### config.mk
export PLATFORM = sky130hd
export DESIGN_NAME = pc_fetch_unit
export DESIGN_NICKNAME = d
export VERILOG_FILES = /design/src/rtl/pc_fetch_unit.sv
export SDC_FILE = /design/constraint.sdc
export NUM_CORES = 1
export LEC_CHECK = 0
export ABC_AREA = 0
export CAP_MARGIN = 20
export CORE_MARGIN = 2
export CORE_UTILIZATION = 30
export DETAILED_ROUTE_END_ITERATION = 8
export PLACE_DENSITY = 0.54
export SYNTH_ARGS = -nofsm -noshare
export SYNTH_HDL_FRONTEND = slang
export SYNTH_SLANG_ARGS = --single-unit
### constraint.sdc
create_clock -name clk -period 2.6 [get_ports clk]
set_input_delay 0.39 -clock clk [delete_from_list [all_inputs] [get_ports clk]]
set_output_delay 0.39 -clock clk [all_outputs]
set_load 0.005 [all_outputs]
### src/rtl/pc_fetch_unit.sv
// Program counter and instruction-fetch sequencer for the 8-bit MIPS core.
// Optional sticky PC-wrap trap is enabled by defining PC_WRAP_TRAP_EN.
module pc_fetch_unit #(
    parameter int unsigned          ADDR_W   = 8,
    parameter int unsigned          INSTR_W  = 8,
    parameter logic [ADDR_W-1:0]    RESET_PC = '0
) (
    input  logic                 clk,
    input  logic                 rst_n,
    input  logic [ADDR_W-1:0]    next_pc,
    input  logic                 pc_load,
    output logic                 imem_req,
    output logic [ADDR_W-1:0]    imem_addr,
    input  logic                 imem_ack,
    input  logic [INSTR_W-1:0]   imem_rdata,
    output logic [INSTR_W-1:0]   instr,
    output logic                 instr_valid,
    input  logic                 instr_ready,
    output logic [ADDR_W-1:0]    pc_out,
    output logic                 wrap_trap
);

    localparam logic [1:0] ST_IDLE    = 2'd0;
    localparam logic [1:0] ST_FETCH   = 2'd1;
    localparam logic [1:0] ST_DISCARD = 2'd2;
    localparam logic [1:0] ST_HOLD    = 2'd3;

    logic [1:0]         state_q, state_d;
    logic [ADDR_W-1:0]  pc_q, pc_d;
    logic [ADDR_W-1:0]  fetch_addr_q, fetch_addr_d;
    logic [INSTR_W-1:0] instr_q, instr_d;
    logic [ADDR_W-1:0]  pc_inc;
    logic               wrap_set;
    logic               fetch_suppressed;

    assign pc_inc = pc_q + ADDR_W'(1);

`ifdef PC_WRAP_TRAP_EN
    logic wrap_trap_q, wrap_trap_d;

    // Trap fires only on a sequential advance out of the all-ones PC.
    assign wrap_set         = (state_q == ST_HOLD) && !pc_load && instr_ready
                              && (pc_q == {ADDR_W{1'b1}});
    assign fetch_suppressed = wrap_trap_q;

    always_comb begin
        wrap_trap_d = wrap_trap_q;
        if (wrap_set) begin
            wrap_trap_d = 1'b1;
        end else if ((state_q == ST_IDLE) && pc_load) begin
            wrap_trap_d = 1'b0;
        end
    end

    always_ff @(posedge clk or negedge rst_n) begin
        if (!rst_n) begin
            wrap_trap_q <= 1'b0;
        end else begin
            wrap_trap_q <= wrap_trap_d;
        end
    end

    assign wrap_trap = wrap_trap_q;
`else
    assign wrap_set         = 1'b0;
    assign fetch_suppressed = 1'b0;
    assign wrap_trap        = 1'b0;
`endif

    always_comb begin
        state_d      = state_q;
        pc_d         = pc_q;
        fetch_addr_d = fetch_addr_q;
        instr_d      = instr_q;
        case (state_q)
            ST_IDLE: begin
                if (pc_load) begin
                    pc_d         = next_pc;
                    fetch_addr_d = next_pc;
                    state_d      = ST_FETCH;
                end else if (!fetch_suppressed) begin
                    fetch_addr_d = pc_q;
                    state_d      = ST_FETCH;
                end
            end
            ST_FETCH: begin
                if (imem_ack && !pc_load) begin
                    instr_d = imem_rdata;
                    state_d = ST_HOLD;
                end else if (imem_ack) begin
                    pc_d         = next_pc;
                    fetch_addr_d = next_pc;
                end else if (pc_load) begin
                    // The memory may still be looking at the old address, so keep it stable.
                    pc_d    = next_pc;
                    state_d = ST_DISCARD;
                end
            end
            ST_DISCARD: begin
                if (pc_load) begin
                    pc_d = next_pc;
                end
                if (imem_ack) begin
                    fetch_addr_d = pc_load ? next_pc : pc_q;
                    state_d      = ST_FETCH;
                end
            end
            ST_HOLD: begin
                if (pc_load) begin
                    pc_d         = next_pc;
                    fetch_addr_d = next_pc;
                    state_d      = ST_FETCH;
                end else if (instr_ready) begin
                    if (wrap_set) begin
                        state_d = ST_IDLE;
                    end else begin
                        pc_d         = pc_inc;
                        fetch_addr_d = pc_inc;
                        state_d      = ST_FETCH;
                    end
                end
            end
            default: begin
                state_d = ST_IDLE;
            end
        endcase
    end

    always_ff @(posedge clk or negedge rst_n) begin
        if (!rst_n) begin
            state_q      <= ST_IDLE;
            pc_q         <= RESET_PC;
            fetch_addr_q <= RESET_PC;
            instr_q      <= '0;
        end else begin
            state_q      <= state_d;
            pc_q         <= pc_d;
            fetch_addr_q <= fetch_addr_d;
            instr_q      <= instr_d;
        end
    end

    assign imem_req    = (state_q == ST_FETCH) || (state_q == ST_DISCARD);
    assign imem_addr   = fetch_addr_q;
    assign instr       = instr_q;
    assign instr_valid = (state_q == ST_HOLD);
    assign pc_out      = pc_q;

endmodule

Yosys cells after proc, flatten, opt, wreduce, memory -nomap -nowiden
Index checks and enable logic that the tools add are counted.
Operators by class
  $add $sub $neg: 1
  equal/unequal tests: 9
  muxes and demuxes: 17
  reductions and logical operators: 9
Operators by type and width (number)
  $mux 8: 8
  $pmux 8 s4: 1
  $pmux 8 s3: 1
  $mux 2: 6
  $add 8x1->8 const B: 1
  $pmux 2 s4: 1
  $reduce_and 4->1: 2
  $ne 2x2->1 const B: 3
  $ne 3x3->1 const B: 2
  $eq 2x2->1 const B: 2
  $reduce_and 2->1: 2
  $ne 3x2->1 const B: 1
  $eq 2x1->1 const B: 1
  $logic_not 2->1: 1
  $reduce_or 2->1: 1
  $logic_and 1x1->1: 1
  $logic_not 1->1: 1
  $logic_or 1x1->1: 1
Storage, ports and cells
  input port bits: 21
  logic and storage cells: 40
  output and inout bits: 27
  flip-flop bits (word level): 26

Longest topological paths before layout
Gate-level depths: netlist of run 1.
  depth after elaboration: 4
  mapped depth: 7
  mapped depth without buffers: 6

Least setup slack after synthesis of run 1
Ideal clock, no wire load.
  kind: reg2reg
  start point: reg state_q[0]
  end point: reg pc_q[3], in the netlist pc_out[3]
  path slack: 893 ps
  clock period less this slack: 1707 ps
  data arrival time: 1580 ps
  library setup time: 126 ps
  required time: 2474 ps
  buffers on the path: 1
  stages on the path, launching flop included: 7
  cells stage by stage: dfrtp_1 > ha_1 > buf_2 > nor2_1 > nand2_1 > and3_1 > a311o_1
On the way
  word-level cells in the longest chain between the ends: 3
  elaborated cells between the ends (all ways): 9
  those cells by class: eq/ne (5); mux (1); reduce/logical (3)
RTL lines
  start: declaration: line 28  | logic [1:0] state_q, state_d;
  start signal: assignment: line 136  | state_q <= state_d;
  $eq 2x2->1 (*)
  named net instr_valid: line 17  | output logic instr_valid,
  $ne 3x2->1 (no source line)
  $reduce_and 2->1 (no source line)
  end signal: assignment: line 137  | pc_q <= pc_d;
  end: declaration: line 29  | logic [ADDR_W-1:0] pc_q, pc_d;
The timed path passes the listed nets; every way through them passes the cells marked *.
A chain may end at the register's enable or synchronous reset.

Final worst setup path of run 1
  start point: reg state_q[0]
  end point: out instr_valid
On the way
  word-level cells in the longest chain between the ends: 1
RTL lines
  $eq 2x2->1: line 146  | assign instr_valid = (state_q == ST_HOLD);
  end: declaration: line 17
No other way between the ends.

==> results of run 1 <==
final cells by class:
class,instances,area (um^2)
clock buffers,3,41.29
clock inverters,1,30.03
fillers,575,3156
inverters,7,26.28
multi-input cells,141,958.4
flip-flops and latches,26,650.6
well taps,72,90.09
repair buffers,54,520.5
Yosys cell counts (2+ instances only):
master,number
sky130_fd_sc_hd__buf_1,2
sky130_fd_sc_hd__nand3_1,3
sky130_fd_sc_hd__nor3_1,6
sky130_fd_sc_hd__a32oi_1,3
sky130_fd_sc_hd__clkbuf_1,2
sky130_fd_sc_hd__nand2b_1,6
sky130_fd_sc_hd__a22o_1,2
sky130_fd_sc_hd__nor3b_1,2
sky130_fd_sc_hd__nor2_1,19
sky130_fd_sc_hd__nor2b_1,3
sky130_fd_sc_hd__a22oi_1,5
sky130_fd_sc_hd__inv_1,6
sky130_fd_sc_hd__a222oi_1,3
sky130_fd_sc_hd__o21ai_1,8
sky130_fd_sc_hd__nand3_2,2
sky130_fd_sc_hd__nand2_1,9
sky130_fd_sc_hd__buf_2,8
sky130_fd_sc_hd__a21oi_1,13
sky130_fd_sc_hd__mux2_1,6
sky130_fd_sc_hd__o311ai_1,2
sky130_fd_sc_hd__o21ai_0,5
sky130_fd_sc_hd__o31ai_1,2
sky130_fd_sc_hd__o21a_1,3
sky130_fd_sc_hd__a31oi_1,4
sky130_fd_sc_hd__a21o_1,2
sky130_fd_sc_hd__xor2_1,2
sky130_fd_sc_hd__dfrtp_1,26
sky130_fd_sc_hd__ha_1,5
sky130_fd_sc_hd__mux2_2,4
sequential cells by signal (all words and copies together) (netlist names):
signal     cells
imem_addr      8
instr          8
state_q        2
pc_out         8
cells by family after synthesis:
group                    count (synthesis)  share of synthesized area, %
multiplexers                            11                         7.221
other                                    1                        0.2209
XOR/XNOR                                 2                         1.032
adder cells (fa/ha/maj)                  5                         3.685
flip-flops                              26                         38.32
buffers and inverters                   20                         5.232
AND/OR/NAND/NOR                         58                         17.76
AO/OA/AOI/OAI                           64                         26.53
routing by layer:
| layer | wire length [um] | GRT usage, % | up-vias | part of all wire [%] |
|---|---|---|---|---|
| met5 | 0 | 0 | - | 0 |
| met4 | 46 | 4.138 | 0 | 0.98 |
| met3 | 272 | 2.273 | 4 | 5.8 |
| met2 | 2209 | 25.17 | 56 | 47 |
| met1 | 2166 | 20.65 | 755 | 46 |
| li1 | - | - | 782 | - |
worst max-delay path, stage by stage (launching register included):
cell                              delay (ps)
sky130_fd_sc_hd__dfrtp_1                 430
sky130_fd_sc_hd__ha_1                    490
sky130_fd_sc_hd__clkdlybuf4s50_1         590
worst max path at each step:
stage | startpoint | end | slack [ps] | cells after the start
final | state_q[0]$_DFFE_PN0P_ | instr_valid | 420 | 2
after global routing | state_q[1]$_DFFE_PN0P_ | instr_valid | 320 | 2
after floorplan | state_q[0]$_DFFE_PN0P_ | pc_out[3]$_DFFE_PN0P_ | 890 | 6
after CTS | state_q[0]$_DFFE_PN0P_ | instr_valid | 410 | 2
after detailed placement | imem_ack | imem_addr[5]$_DFFE_PN0P_ | 550 | 6
after global placement | imem_ack | imem_addr[5]$_DFFE_PN0P_ | 540 | 6
power groups by stage:
stage               logic [W]  registers (W)  clock network, W
floorplan            0.000853       0.000779                 0
global placement      0.00154       0.000806                 0
detailed placement    0.00154       0.000809                 0
CTS                   0.00154       0.000802          0.000354
global route          0.00169       0.000834          0.000370
finish                0.00153       0.000801          0.000344
stage by stage:
step                      power (W)  utilization [%]
final                      0.002670            42.34
after CTS                  0.002696            42.34
after global routing       0.002891            42.34
after floorplan            0.001632                -
after detailed placement   0.002344            41.04
after global placement     0.002342            41.04
==> flow_summary_export.csv, run 1 <==
group,metric,value,unit
placed_design,placement.io_buffers,46,
critical_path,reg2reg_slack,550,ps
pwr,p_int,0.001636,W
critical_path,reg2reg_depth,5,
cts,h-tree-depth,1,
timing,max_slew.worst_pin.slew,514.0,ps
timing,maximum_operating_frequency,0.4578,GHz
synth,syn-num-nets,213,
synth,ys_seq_elements,26,
cts,cts_hold_repair.buffers,0,
timing,slew_headroom,65.61,%
placed_design,placed_area,0.002246,mm^2
timing,post-route-period-util,84.02,%
timing,timing.clock.skew,6.628,ps
cts,tritoncts,"done",
pwr,share_clk_of_total_power,12.9,%
timing,final_hold_viol_count,0,
die,chipHeight,79.23,um
synth,netlist_instances,187,
global_routing,grt_remaining_overflow,0,
routing,detail_route.vias_per_cell,5.253,
finish,post-route-cell-area,0.002317,mm^2
die,die_width,79.23,um
critical_path,worst_r2r_startpoint,"state_q[0]$_DFFE_PN0P_",
pwr,peak_ir_drop_on_the_vdd_network,394.7,uV
routing,routed_wirelength,4.695,mm
synth,number_of_flops_mapped_to_enable_cells_by_yosys,0,
placed_design,dp_hpwl,3.490,mm
global_routing,grt_pass1_wl,7.472,mm
routing,drt.antenna.violating_nets,0,
cts,cts.repair_timing.setup_buffer_count,0,
critical_path,signal_arrival_time_at_the_worst_endpoint,1790,ps
critical_path,path_class,"flop to primary output",
timing,min_setup_slack_post_route,415.4,ps
die,num_rows,27,
pwr,power_density,1152,mW/mm^2
timing,grt_setup_unrepaired,"false",
cts,clock_transition_time_at_the_flip_flop_clock_pins_of_the_worst_setup_and_hold_paths,100,ps
status,status,"completed",
placed_design,place_ws,548.0,ps
cts,cts-root-buf,"sky130_fd_sc_hd__clkbuf_8",
timing,final-max-slew-violation-count,0,
finish,instances_no_fill,304,
finish,layout_commonest_cell,"sky130_fd_sc_hd__clkdlybuf4s50_1",
cts,post_cts.resized_instances,0,
timing,fin_tns_setup,0,ps
placed_design,place_inst,300,
finish,diodes,0,
synth,dominantRegCellSynth,"sky130_fd_sc_hd__dfrtp_1",
global_routing,grt_pass1_vias,1496,
timing,worst_hold_slack,466.0,ps
die,dieArea,0.006277,mm^2
pwr,p_sw_share,38.72,%
global_routing,antenna_found_initial,0,
routing,drc,0,
synth,synth.distinct_cells,53,
placed_design,gp_routability_congestion,0.7835,
die,io_pins,48,
finish,num-nets-final,259,
global_routing,grt_start_max_net_pins,27,
synth,synth_area,0.001698,mm^2
cts,tritoncts.num_buffers,3,
synth,netlist.top_cell.by_area,"sky130_fd_sc_hd__dfrtp_1",
synth,synth.top_cell.area_share,38.32,%
die,initial_utilization,31.02,%
routing,drt_first_iter_violations,99,
min_path,hold_path.class,"primary input to asynchronous set/reset pin",
finish,layout.cells.most_common_list,"sky130_fd_sc_hd__clkdlybuf4s50_1, sky130_fd_sc_hd__dfrtp_1, sky130_fd_sc_hd__nor2_1",
synth,synth-seq-area-share,38.32,%
routing,drt-wirelength-per-cell,15.44,um
routing,dr.pass1.iters,4,
cts,maximum_buffer_depth_of_the_clock_tree,2,
critical_path,setup.worst_path.start_class,"flop",
pwr,p_sw,0.001034,W
job,max_cap_violations,0,
critical_path,timing.rr.end,"pc_out[3]$_DFFE_PN0P_",
routing,route.vias.total,1597,
pwr,leakagePower,0.9063,nW
synth,synth.area.top_cells,"sky130_fd_sc_hd__dfrtp_1, sky130_fd_sc_hd__nor2_1, sky130_fd_sc_hd__mux2_1",
synth,post_synth_arst_share,100.0,%
cts,insertion_delay,280,ps
timing,layout_min_cycle_time,2185,ps
critical_path,timing.critical_path.fanout_max,13,
synth,yosysWarnings,0,
synth,syn-mean-instance-area,9.080,um^2
cts,clock-sinks,26,
pwr,sequentialPowerShare,30.0,%
finish,layout-drive-gt1-share,9.052,%
critical_path,timing.critical_path.required,2210,ps
global_routing,grt_util_all_layers,15.20,%
timing,setup_viol_count_final,0,
pwr,p_comb_share,57.1,%
finish,syn_to_final_growth,36.48,%
critical_path,cp-end-kind,"primary output",
die,floorplan.core_area,0.005473,mm^2
Note: power is estimated with default switching activity, not from simulation.
==> run 2: changes to the inputs <==
==> constraint.sdc (replaced) <==
create_clock -name clk -period 2.2 [get_ports clk]
set_input_delay 0.33 -clock clk [delete_from_list [all_inputs] [get_ports clk]]
set_output_delay 0.33 -clock clk [all_outputs]
set_load 0.005 [all_outputs]
==> run 2 against run 1 <==
Combinational power grew 27%. Non-clock buffer count grew 8. Sequential share of layout area shrank 0.67 points. Worst setup slack lost 130 ps. Critical path type unchanged. Critical endpoint unchanged.
==> flow_summary_export.csv, run 2 (synthesis results as in run 1) <==
group,metric,value,unit
status,status,"completed",
placed_design,place_ws,202.2,ps
global_routing,grt_remaining_overflow,0,
min_path,hold_path.class,"primary input to asynchronous set/reset pin",
timing,final-max-slew-violation-count,0,
placed_design,placement.io_buffers,46,
die,die_width,79.23,um
die,dieArea,0.006277,mm^2
die,io_pins,48,
critical_path,setup.worst_path.start_class,"flop",
cts,insertion_delay,270,ps
global_routing,grt_start_max_net_pins,27,
pwr,p_sw,0.001232,W
pwr,leakagePower,0.9427,nW
cts,post_cts.resized_instances,0,
cts,tritoncts,"done",
critical_path,timing.critical_path.fanout_max,8,
die,num_rows,27,
finish,num-nets-final,267,
cts,cts_hold_repair.buffers,0,
timing,fin_tns_setup,0,ps
job,max_cap_violations,0,
finish,diodes,0,
placed_design,place_inst,308,
global_routing,antenna_found_initial,0,
routing,route.vias.total,1626,
critical_path,path_buf_inv,1,
die,floorplan.core_area,0.005473,mm^2
finish,layout-drive-gt1-share,12.08,%
critical_path,worstPathCellList,"ha_1 -> clkdlybuf4s50_1",
pwr,power_density,1339,mW/mm^2
placed_design,placed_area,0.002318,mm^2
global_routing,grt_util_all_layers,15.56,%
critical_path,worst_path_max_stage_delay,550,ps
routing,drt_first_iter_violations,69,
global_routing,grt_pass1_vias,1571,
pwr,p_comb_share,61.2,%
routing,dr.pass1.iters,5,
finish,instances_no_fill,312,
cts,cts-root-buf,"sky130_fd_sc_hd__clkbuf_8",
routing,drt.antenna.violating_nets,0,
cts,maximum_buffer_depth_of_the_clock_tree,2,
pwr,p_int,0.001945,W
cts,h-tree-depth,1,
critical_path,signal_arrival_time_at_the_worst_endpoint,1590,ps
timing,min_setup_slack_post_route,282.0,ps
finish,post-route-cell-area,0.002374,mm^2
timing,layout_min_cycle_time,1918,ps
finish,syn_to_final_growth,39.79,%
critical_path,cp-end-kind,"primary output",
cts,tritoncts.num_buffers,3,
placed_design,gp_routability_congestion,0.8307,
cts,clock-sinks,26,
critical_path,path_class,"flop to primary output",
timing,setup_viol_count_final,0,
die,chipHeight,79.23,um
global_routing,grt_pass1_wl,7.686,mm
cts,cts.repair_timing.setup_buffer_count,0,
pwr,p_sw_share,38.79,%
routing,routed_wirelength,4.692,mm
critical_path,critical_path.top_delay_family,"buffers and inverters",
critical_path,timing.critical_path.required,1870,ps
placed_design,dp_hpwl,3.621,mm
critical_path,cp_slowest_cell,"sky130_fd_sc_hd__clkdlybuf4s50_1",
routing,drt-wirelength-per-cell,15.04,um
cts,clock_transition_time_at_the_flip_flop_clock_pins_of_the_worst_setup_and_hold_paths,90,ps
pwr,peak_ir_drop_on_the_vdd_network,503.0,uV
routing,drc,0,
routing,detail_route.vias_per_cell,5.212,
finish,layout.cells.most_common_list,"sky130_fd_sc_hd__clkdlybuf4s50_1, sky130_fd_sc_hd__dfrtp_1, sky130_fd_sc_hd__nor2_1",
timing,post-route-period-util,87.18,%
timing,maximum_operating_frequency,0.5214,GHz
die,initial_utilization,31.02,%
pwr,share_clk_of_total_power,9.8,%
pwr,sequentialPowerShare,29.0,%
timing,final_hold_viol_count,0,
finish,layout_commonest_cell,"sky130_fd_sc_hd__clkdlybuf4s50_1",
timing,grt_setup_unrepaired,"false",
timing,timing.clock.skew,2.721,ps
-- run 2: cell count changes in the layout (fill, tap and decap cells not counted), sizes merged --
cell,before,now
buf,8,16
bufinv,1,0
clkbuf,3,4
-- run 2: through the flow --
stage               total power (W)  util, %  hold slack, ps
floorplan                  0.001928        -           34.41
global placement           0.002903    42.36           472.2
detailed placement         0.002885    42.36           481.4
CTS                        0.003217    43.37           434.2
global route               0.003455    43.37           450.2
finish                     0.003177    43.37           421.1
-- run 2: cell type report --
| type | instances | area [um^2] |
|---|---|---|
| well taps | 72 | 90.09 |
| inverters | 7 | 26.28 |
| multi-input cells | 141 | 958.4 |
| fillers | 550 | 3099 |
| flip-flops and latches | 26 | 650.6 |
| clock buffers | 4 | 55.05 |
| repair buffers | 62 | 593.1 |
-- run 2: path summary, 6_finish.rpt --
| check | startpoint | endpoint | slack (ps) | cells past startpoint |
|---|---|---|---|---|
| min in group clk | instr[0]$_DFFE_PN0N_ | instr[0]$_DFFE_PN0N_ | 500 | 1 |
| max in group asynchronous | rst_n | state_q[1]$_DFFE_PN0P_ | 1520 | 2 |
| min reg2reg | instr[0]$_DFFE_PN0N_ | instr[0]$_DFFE_PN0N_ | 500 | 1 |
| max reg2reg | state_q[0]$_DFFE_PN0P_ | pc_out[3]$_DFFE_PN0P_ | 290 | 6 |
| max | state_q[0]$_DFFE_PN0P_ | instr_valid | 280 | 2 |
| min | rst_n | state_q[0]$_DFFE_PN0P_ | 420 | 2 |
-- run 2: power by group through the flow --
stage	combinational, W	clock (W)	sequential (W)
floorplan	0.00101	0	0.000920
global placement	0.00197	0	0.000933
detailed placement	0.00195	0	0.000932
CTS	0.00196	0.000331	0.000924
global route	0.00215	0.000351	0.000953
finish	0.00195	0.000311	0.000921
-- run 2: metal layers --
layer / part of all wire [%] / up-vias / track usage, %
li1: - / 803 / -
met1: 47 / 764 / 21.09
met2: 45 / 52 / 24.66
met3: 6.1 / 7 / 3.295
met4: 1.3 / 0 / 5.172
met5: 0 / - / 0
==> run 3: changes to the inputs <==
--- a/config.mk
+++ b/config.mk
@@ -5,12 +5,13 @@
 export SDC_FILE = /design/constraint.sdc
 export NUM_CORES = 1
 export LEC_CHECK = 0
-export ABC_AREA = 0
+export ABC_AREA = 1
 export CAP_MARGIN = 20
 export CORE_MARGIN = 2
 export CORE_UTILIZATION = 30
 export DETAILED_ROUTE_END_ITERATION = 8
 export PLACE_DENSITY = 0.54
+export RECOVER_POWER = 100
 export SYNTH_ARGS = -nofsm -noshare
 export SYNTH_HDL_FRONTEND = slang
 export SYNTH_SLANG_ARGS = --single-unit
==> run 3 against run 2 <==
Synthesized cell count grew 29%. Non-clock buffer count shrank 8. First-iteration DRC count grew 46%. Final cell count grew 16%. Synthesized area grew 0.37%. Power shrank 9.1%. Clock skew grew 6.2 ps. Sequential share of layout area grew 0.99 points. Count of clock-buffer cells in the layout shrank 1. Design area shrank 3.5%. Global-route usage grew 1.4 points. Register-to-register slack is essentially flat. Critical path type unchanged. Critical endpoint unchanged.
==> flow_summary_export.csv, run 3 <==
group,metric,value,unit
cts,post_cts.resized_instances,0,
timing,fin_tns_setup,0,ps
pwr,p_sw_share,43.79,%
die,chipHeight,79.37,um
synth,synth_area,0.001704,mm^2
critical_path,cp-end-kind,"primary output",
synth,ys_top_cells_by_count,"sky130_fd_sc_hd__nand2_1, sky130_fd_sc_hd__dfrtp_1, sky130_fd_sc_hd__nor2_1",
synth,syn-num-nets,267,
pwr,p_sw,0.001265,W
routing,routed_wirelength,4.977,mm
finish,area_of_combinational_cells_with_multiple_inputs,920.9,um^2
cts,h-tree-depth,1,
timing,max_slew.worst_pin.slew,716.9,ps
global_routing,grt_pass1_vias,1720,
finish,layout.cells.most_common_list,"sky130_fd_sc_hd__nand2_1, sky130_fd_sc_hd__dlygate4sd3_1, sky130_fd_sc_hd__dfrtp_1",
cts,tritoncts,"done",
routing,drt_first_iter_violations,101,
min_path,timing.hold.worst_path_depth,2,
routing,dr.pass1.iters,4,
critical_path,signal_arrival_time_at_the_worst_endpoint,1620,ps
cts,clock-sinks,26,
min_path,hold_path.class,"flop to flop",
placed_design,gp_routability_congestion,0.8496,
timing,maximum_operating_frequency,0.5131,GHz
synth,synth.distinct_cells,28,
critical_path,setup.worst_path.start_class,"flop",
die,initial_utilization,30.95,%
synth,number_of_flops_mapped_to_enable_cells_by_yosys,0,
timing,timing.clock.skew,8.949,ps
finish,instances_no_fill,363,
cts,cts.repair_timing.setup_buffer_count,0,
finish,num-nets-final,319,
cts,cts-root-buf,"sky130_fd_sc_hd__clkbuf_8",
synth,yosysWarnings,0,
placed_design,dp_hpwl,3.660,mm
cts,cts_hold_repair.buffers,0,
synth,ys_seq_elements,26,
pwr,leakagePower,1.115,nW
synth,synth.top_cell.area_share,38.18,%
min_path,hold_start,"imem_addr[1]$_DFFE_PN0P_",
critical_path,reg2reg_slack,300,ps
pwr,power_density,1261,mW/mm^2
placed_design,placement.io_buffers,46,
routing,drc,0,
timing,final_hold_viol_count,0,
synth,netlist_instances,241,
timing,post-route-period-util,88.59,%
finish,diodes,0,
routing,route.vias.total,1745,
global_routing,grt_pass1_wl,8.252,mm
pwr,peak_ir_drop_on_the_vdd_network,499.5,uV
critical_path,timing.rr.end,"instr[0]$_DFFE_PN0N_",
routing,detail_route.vias_per_cell,4.807,
pwr,power.total,0.002889,W
finish,sequential_cell_area,650.6,um^2
die,num_rows,27,
pwr,share_clk_of_total_power,9.7,%
synth,netlist.top_cell.by_area,"sky130_fd_sc_hd__dfrtp_1",
timing,layout_min_cycle_time,1949,ps
finish,layout-drive-gt1-share,8.591,%
die,dieArea,0.006300,mm^2
routing,drt.antenna.violating_nets,0,
pwr,p_comb_share,58.8,%
synth,synth.area.top_cells,"sky130_fd_sc_hd__dfrtp_1, sky130_fd_sc_hd__nand2_1, sky130_fd_sc_hd__o21ai_0",
timing,grt_setup_unrepaired,"false",
pwr,p_int,0.001624,W
job,max_cap_violations,0,
synth,syn-mean-instance-area,7.071,um^2
die,floorplan.core_area,0.005507,mm^2
timing,final-max-slew-violation-count,0,
timing,setup_viol_count_final,0,
placed_design,place_inst,360,
finish,layout.filler_cells,597,
synth,dominantRegCellSynth,"sky130_fd_sc_hd__dfrtp_1",
die,io_pins,48,
critical_path,timing.critical_path.required,1870,ps
global_routing,grt_remaining_overflow,0,
status,status,"completed",
routing,drt-wirelength-per-cell,13.71,um
critical_path,path_class,"flop to primary output",
global_routing,grt_start_max_net_pins,27,
min_path,whs_endpoint,"imem_addr[1]$_DFFE_PN0P_",
synth,post_synth_arst_share,100.0,%
global_routing,grt_util_all_layers,16.97,%
synth,synth_most_common_cell,"sky130_fd_sc_hd__nand2_1",
die,die_width,79.37,um
pwr,sequentialPowerShare,31.5,%
critical_path,timing.critical_path.fanout_max,8,
timing,slew_headroom,52.20,%
cts,maximum_buffer_depth_of_the_clock_tree,2,
cts,clock_transition_time_at_the_flip_flop_clock_pins_of_the_worst_setup_and_hold_paths,100,ps
global_routing,antenna_found_initial,0,
finish,layout_commonest_cell,"sky130_fd_sc_hd__nand2_1",
cts,tritoncts.num_buffers,3,
synth,synth-seq-area-share,38.18,%
finish,syn_to_final_growth,34.43,%
critical_path,reg2reg_depth,6,
cts,insertion_delay,280,ps
critical_path,worst_r2r_startpoint,"state_q[1]$_DFFE_PN0P_",
## run 3: cell count changes after synthesis, sizes merged, moves of 6 or more
cell    change
inv        +14
o21ai      +12
nand2      +80
a21oi       -7
nand3      +12
nand2b      -6
buf         -6
## run 3: worst max path at each step
stage                                to  cells after the start  slack, ps              startpoint
2_1_floorplan  imem_addr[5]$_DFFE_PN0P_                     10        630  state_q[0]$_DFFE_PN0P_
3_3_place_gp   imem_addr[3]$_DFFE_PN0P_                      8        170                 pc_load
3_5_place_dp   imem_addr[3]$_DFFE_PN0P_                      8        120                 pc_load
4_1_cts                     instr_valid                      3        310  state_q[0]$_DFFE_PN0P_
5_1_grt            instr[2]$_DFFE_PN0N_                      6        140  state_q[1]$_DFFE_PN0P_
6_report                    instr_valid                      3        250  state_q[0]$_DFFE_PN0P_
## run 3: logic make-up (layout without fill, tap and decap cells)
group	after synthesis	count (layout)	share of synthesized area, %
buf+inv	28	78	7.342
flops	26	26	38.18
other cells	1	1	0.2201
simple gates	136	136	32.31
fa+ha+maj	5	5	3.671
mux	8	8	5.287
compound gates	37	37	13.00
## run 3: power by group through the flow
stage	Sequential (W)	Clock (W)	Combinational (W)
global placement	0.000926	0	0.00183
floorplan	0.000899	0	0.000969
finish	0.000909	0.000281	0.00170
CTS	0.000921	0.000297	0.00184
global route	0.000953	0.000319	0.00193
detailed placement	0.000929	0	0.00183
## run 3: cell type report
| class | count | share of cell area (%) |
|---|---|---|
| clock buffer | 3 | 1.802 |
| inverter | 21 | 3.441 |
| multi-input combinational | 187 | 40.20 |
| sequential | 26 | 28.40 |
| tap | 72 | 3.932 |
| timing repair buffer | 54 | 22.23 |
## run 3: critical path, stage by stage (launching register included)
cell and delay (ps):
sky130_fd_sc_hd__dfrtp_1 400, sky130_fd_sc_hd__ha_1 180, sky130_fd_sc_hd__clkbuf_2 230, sky130_fd_sc_hd__clkdlybuf4s50_1 540
## run 3: metal layers
layer,up-vias,global-route usage [%],part of all wire [%]
met4,0,6.034,2.2
met3,10,3.167,7.5
met1,795,22.66,45
li1,877,-,-
met5,-,0,0
met2,63,27.46,45
## run 3: stage by stage
stage               cell area [um^2]  hold WS (ps)  setup WS, ps  utilization, %
CTS                             2310         442.7         313.6           41.95
detailed placement              2268         465.8         117.9           41.20
global route                    2291         506.6         137.6           41.60
global placement                2268         465.3         167.6           41.20
floorplan                       1704         34.41         626.4               -
finish                          2291         480.3         251.0           41.60
==> variant: new RTL, settings of run 3 <==
The option `PC_WRAP_TRAP_EN` is turned on by a define.
--- a/src/rtl/pc_fetch_unit.sv
+++ b/src/rtl/pc_fetch_unit.sv
@@ -1,5 +1,7 @@
 // Program counter and instruction-fetch sequencer for the 8-bit MIPS core.
 // Optional sticky PC-wrap trap is enabled by defining PC_WRAP_TRAP_EN.
+`define PC_WRAP_TRAP_EN
+
 module pc_fetch_unit #(
     parameter int unsigned          ADDR_W   = 8,
     parameter int unsigned          INSTR_W  = 8,
Behaviour: not the same (Yosys sat finds a counterexample within 4 cycles, from zero or initial values and one cycle with rst_n low).
==> variant against run 3 <==
The flow now finishes with violations (max-capacitance violations, max-slew violations); setup slack worse by 18 ps; area after synthesis is 8.6% higher; critical path depth decreased by 1; non-clock buffer count increased by 5; clock skew fell by 4.8 ps; total power rose by 8.9%; worst hold slack improved by 19 ps; design area is 7.5% higher; wire length rose by 7.1%; cell count up 2.8%; sequential cell count up 1; maximum frequency down 0.90%.
==> variant: results (changes against run 3) <==
status complete, but fails checks; failing checks max-capacitance violations, max-slew violations; relative slew slack -0.0142 (-0.536); worst r2r path cells 7 (+1); Final HPWL DP 3940 um (+7.7%); GP Congestion 0.908 (+6.9%); Max-Cap Viols 1 (+1); M2 GR Usage 0.289 (+0.0141); met3 Use GR 0.0467 (+0.0151); Vias per Instance 4.80 (about the same); leakage 1.17 nW (+5.3%); post-synth cell types 35 (+25%); Nets 325 (+1.9%); clock skew 4.18 ps (-4.77 ps); r2r endpoint pc_out[4]$_DFFE_PN0P_; setup slack, reg-to-reg 250 ps (-50 ps); Syn Area/Cell 7.65 um2 (+8.1%); worst slack at placement 211 ps (+93.0 ps); most frequent cells after synthesis nand2_1, dfrtp_1, nor2_1; post-route insts no fill 373 (+2.8%); Layout fillers 636 (+6.5%); register area share after synthesis 0.365 (-0.0167); layout cell share with drive strength beyond 1 0.121 (+0.0349); Clock Tree Buf Depth 2 (unchanged); largest cells by area after synthesis dfrtp_1, nand2_1, o21ai_0, mux2_2, nor2_1; Max VDD drop 0.547 mV (+9.4%); largest net degree at the start of global routing 28 (+3.7%); I/O Buffers 47 (+2.2%); Worst EP arrival 1640 ps (+20 ps); Final Max Slew Viols 28 (+28); global-route wire length before repair 9170 um (+11%); drt initial violations 112 (+11%); Yosys warning count 0 (unchanged); all-layer global routing usage 0.177 (+0.00738); kind of critical path reg2out; Worst Path Max Fanout 6 (-2); vias in the first global route 1896 (+10%); Post-CTS Resized 0 (unchanged); Net Count, Synth 268 (+0.37%); reg2reg start state_q[1]$_DFFE_PN0P_; wire per inst 14.3 um (+4.2%); clock latency at the later pin of the worst-skew pair 280 ps (about the same); crit path time final 1970 ps (+17.7 ps); GR Util met1 0.231 (+0.00393)
[variant: worst max-delay path, stage by stage, from the launching register on]
cell and delay [ps]:
dfrtp_1 410, ha_1 340, dlygate4sd3_1 620
[variant: worst min path at each step]
stage	from	endpoint	slack (ps)	depth (start not counted)
after detailed placement	imem_addr[0]$_DFFE_PN0P_	imem_addr[0]$_DFFE_PN0P_	480	2
final	imem_addr[0]$_DFFE_PN0P_	imem_addr[0]$_DFFE_PN0P_	500	2
after global routing	instr[5]$_DFFE_PN0P_	instr[5]$_DFFE_PN0P_	520	1
after global placement	imem_addr[0]$_DFFE_PN0P_	imem_addr[0]$_DFFE_PN0P_	480	2
after floorplan	rst_n	imem_addr[0]$_DFFE_PN0P_	30	0
after CTS	rst_n	instr[4]$_DFFE_PN0P_	420	2
[variant: cell type report]
cell class	instances	share of cell area
Multi-Input combinational cell	185	0.409
Sequential cell	27	0.274
Clock buffer	3	0.0168
Tap cell	75	0.0381
Inverter	23	0.0351
Timing Repair Buffer	59	0.225
Clock inverter	1	0.00203
[variant: through the flow]
stage                util  cell area (um2)
floorplan               -             1850
global placement    0.409             2440
detailed placement  0.409             2440
CTS                 0.417             2480
global route        0.413             2460
finish              0.413             2460
[variant: cell families (layout without fill, tap and decap cells)]
kind of cell | Yosys count | count (layout) | synth area share
fa+ha+maj | 5 | 5 | 0.0338
mux | 8 | 8 | 0.0487
simple gates | 120 | 120 | 0.304
buf+inv | 30 | 86 | 0.0838
compound gates | 52 | 52 | 0.164
flops | 27 | 27 | 0.365
[variant: power breakdown]
group          switching, mW  leakage, nW  internal (mW)
Combinational           1.01        0.821          0.900
Sequential             0.194        0.327          0.742
Clock                  0.170       0.0255          0.127
Total                   1.38         1.17           1.77
[variant: metal layers]
| metal | part of all wire | routed length (um) |
|---|---|---|
| met2 | 0.47 | 2500 |
| met3 | 0.066 | 352 |
| met4 | 0.013 | 67 |
| met5 | 0 | 0 |
| met1 | 0.45 | 2410 |
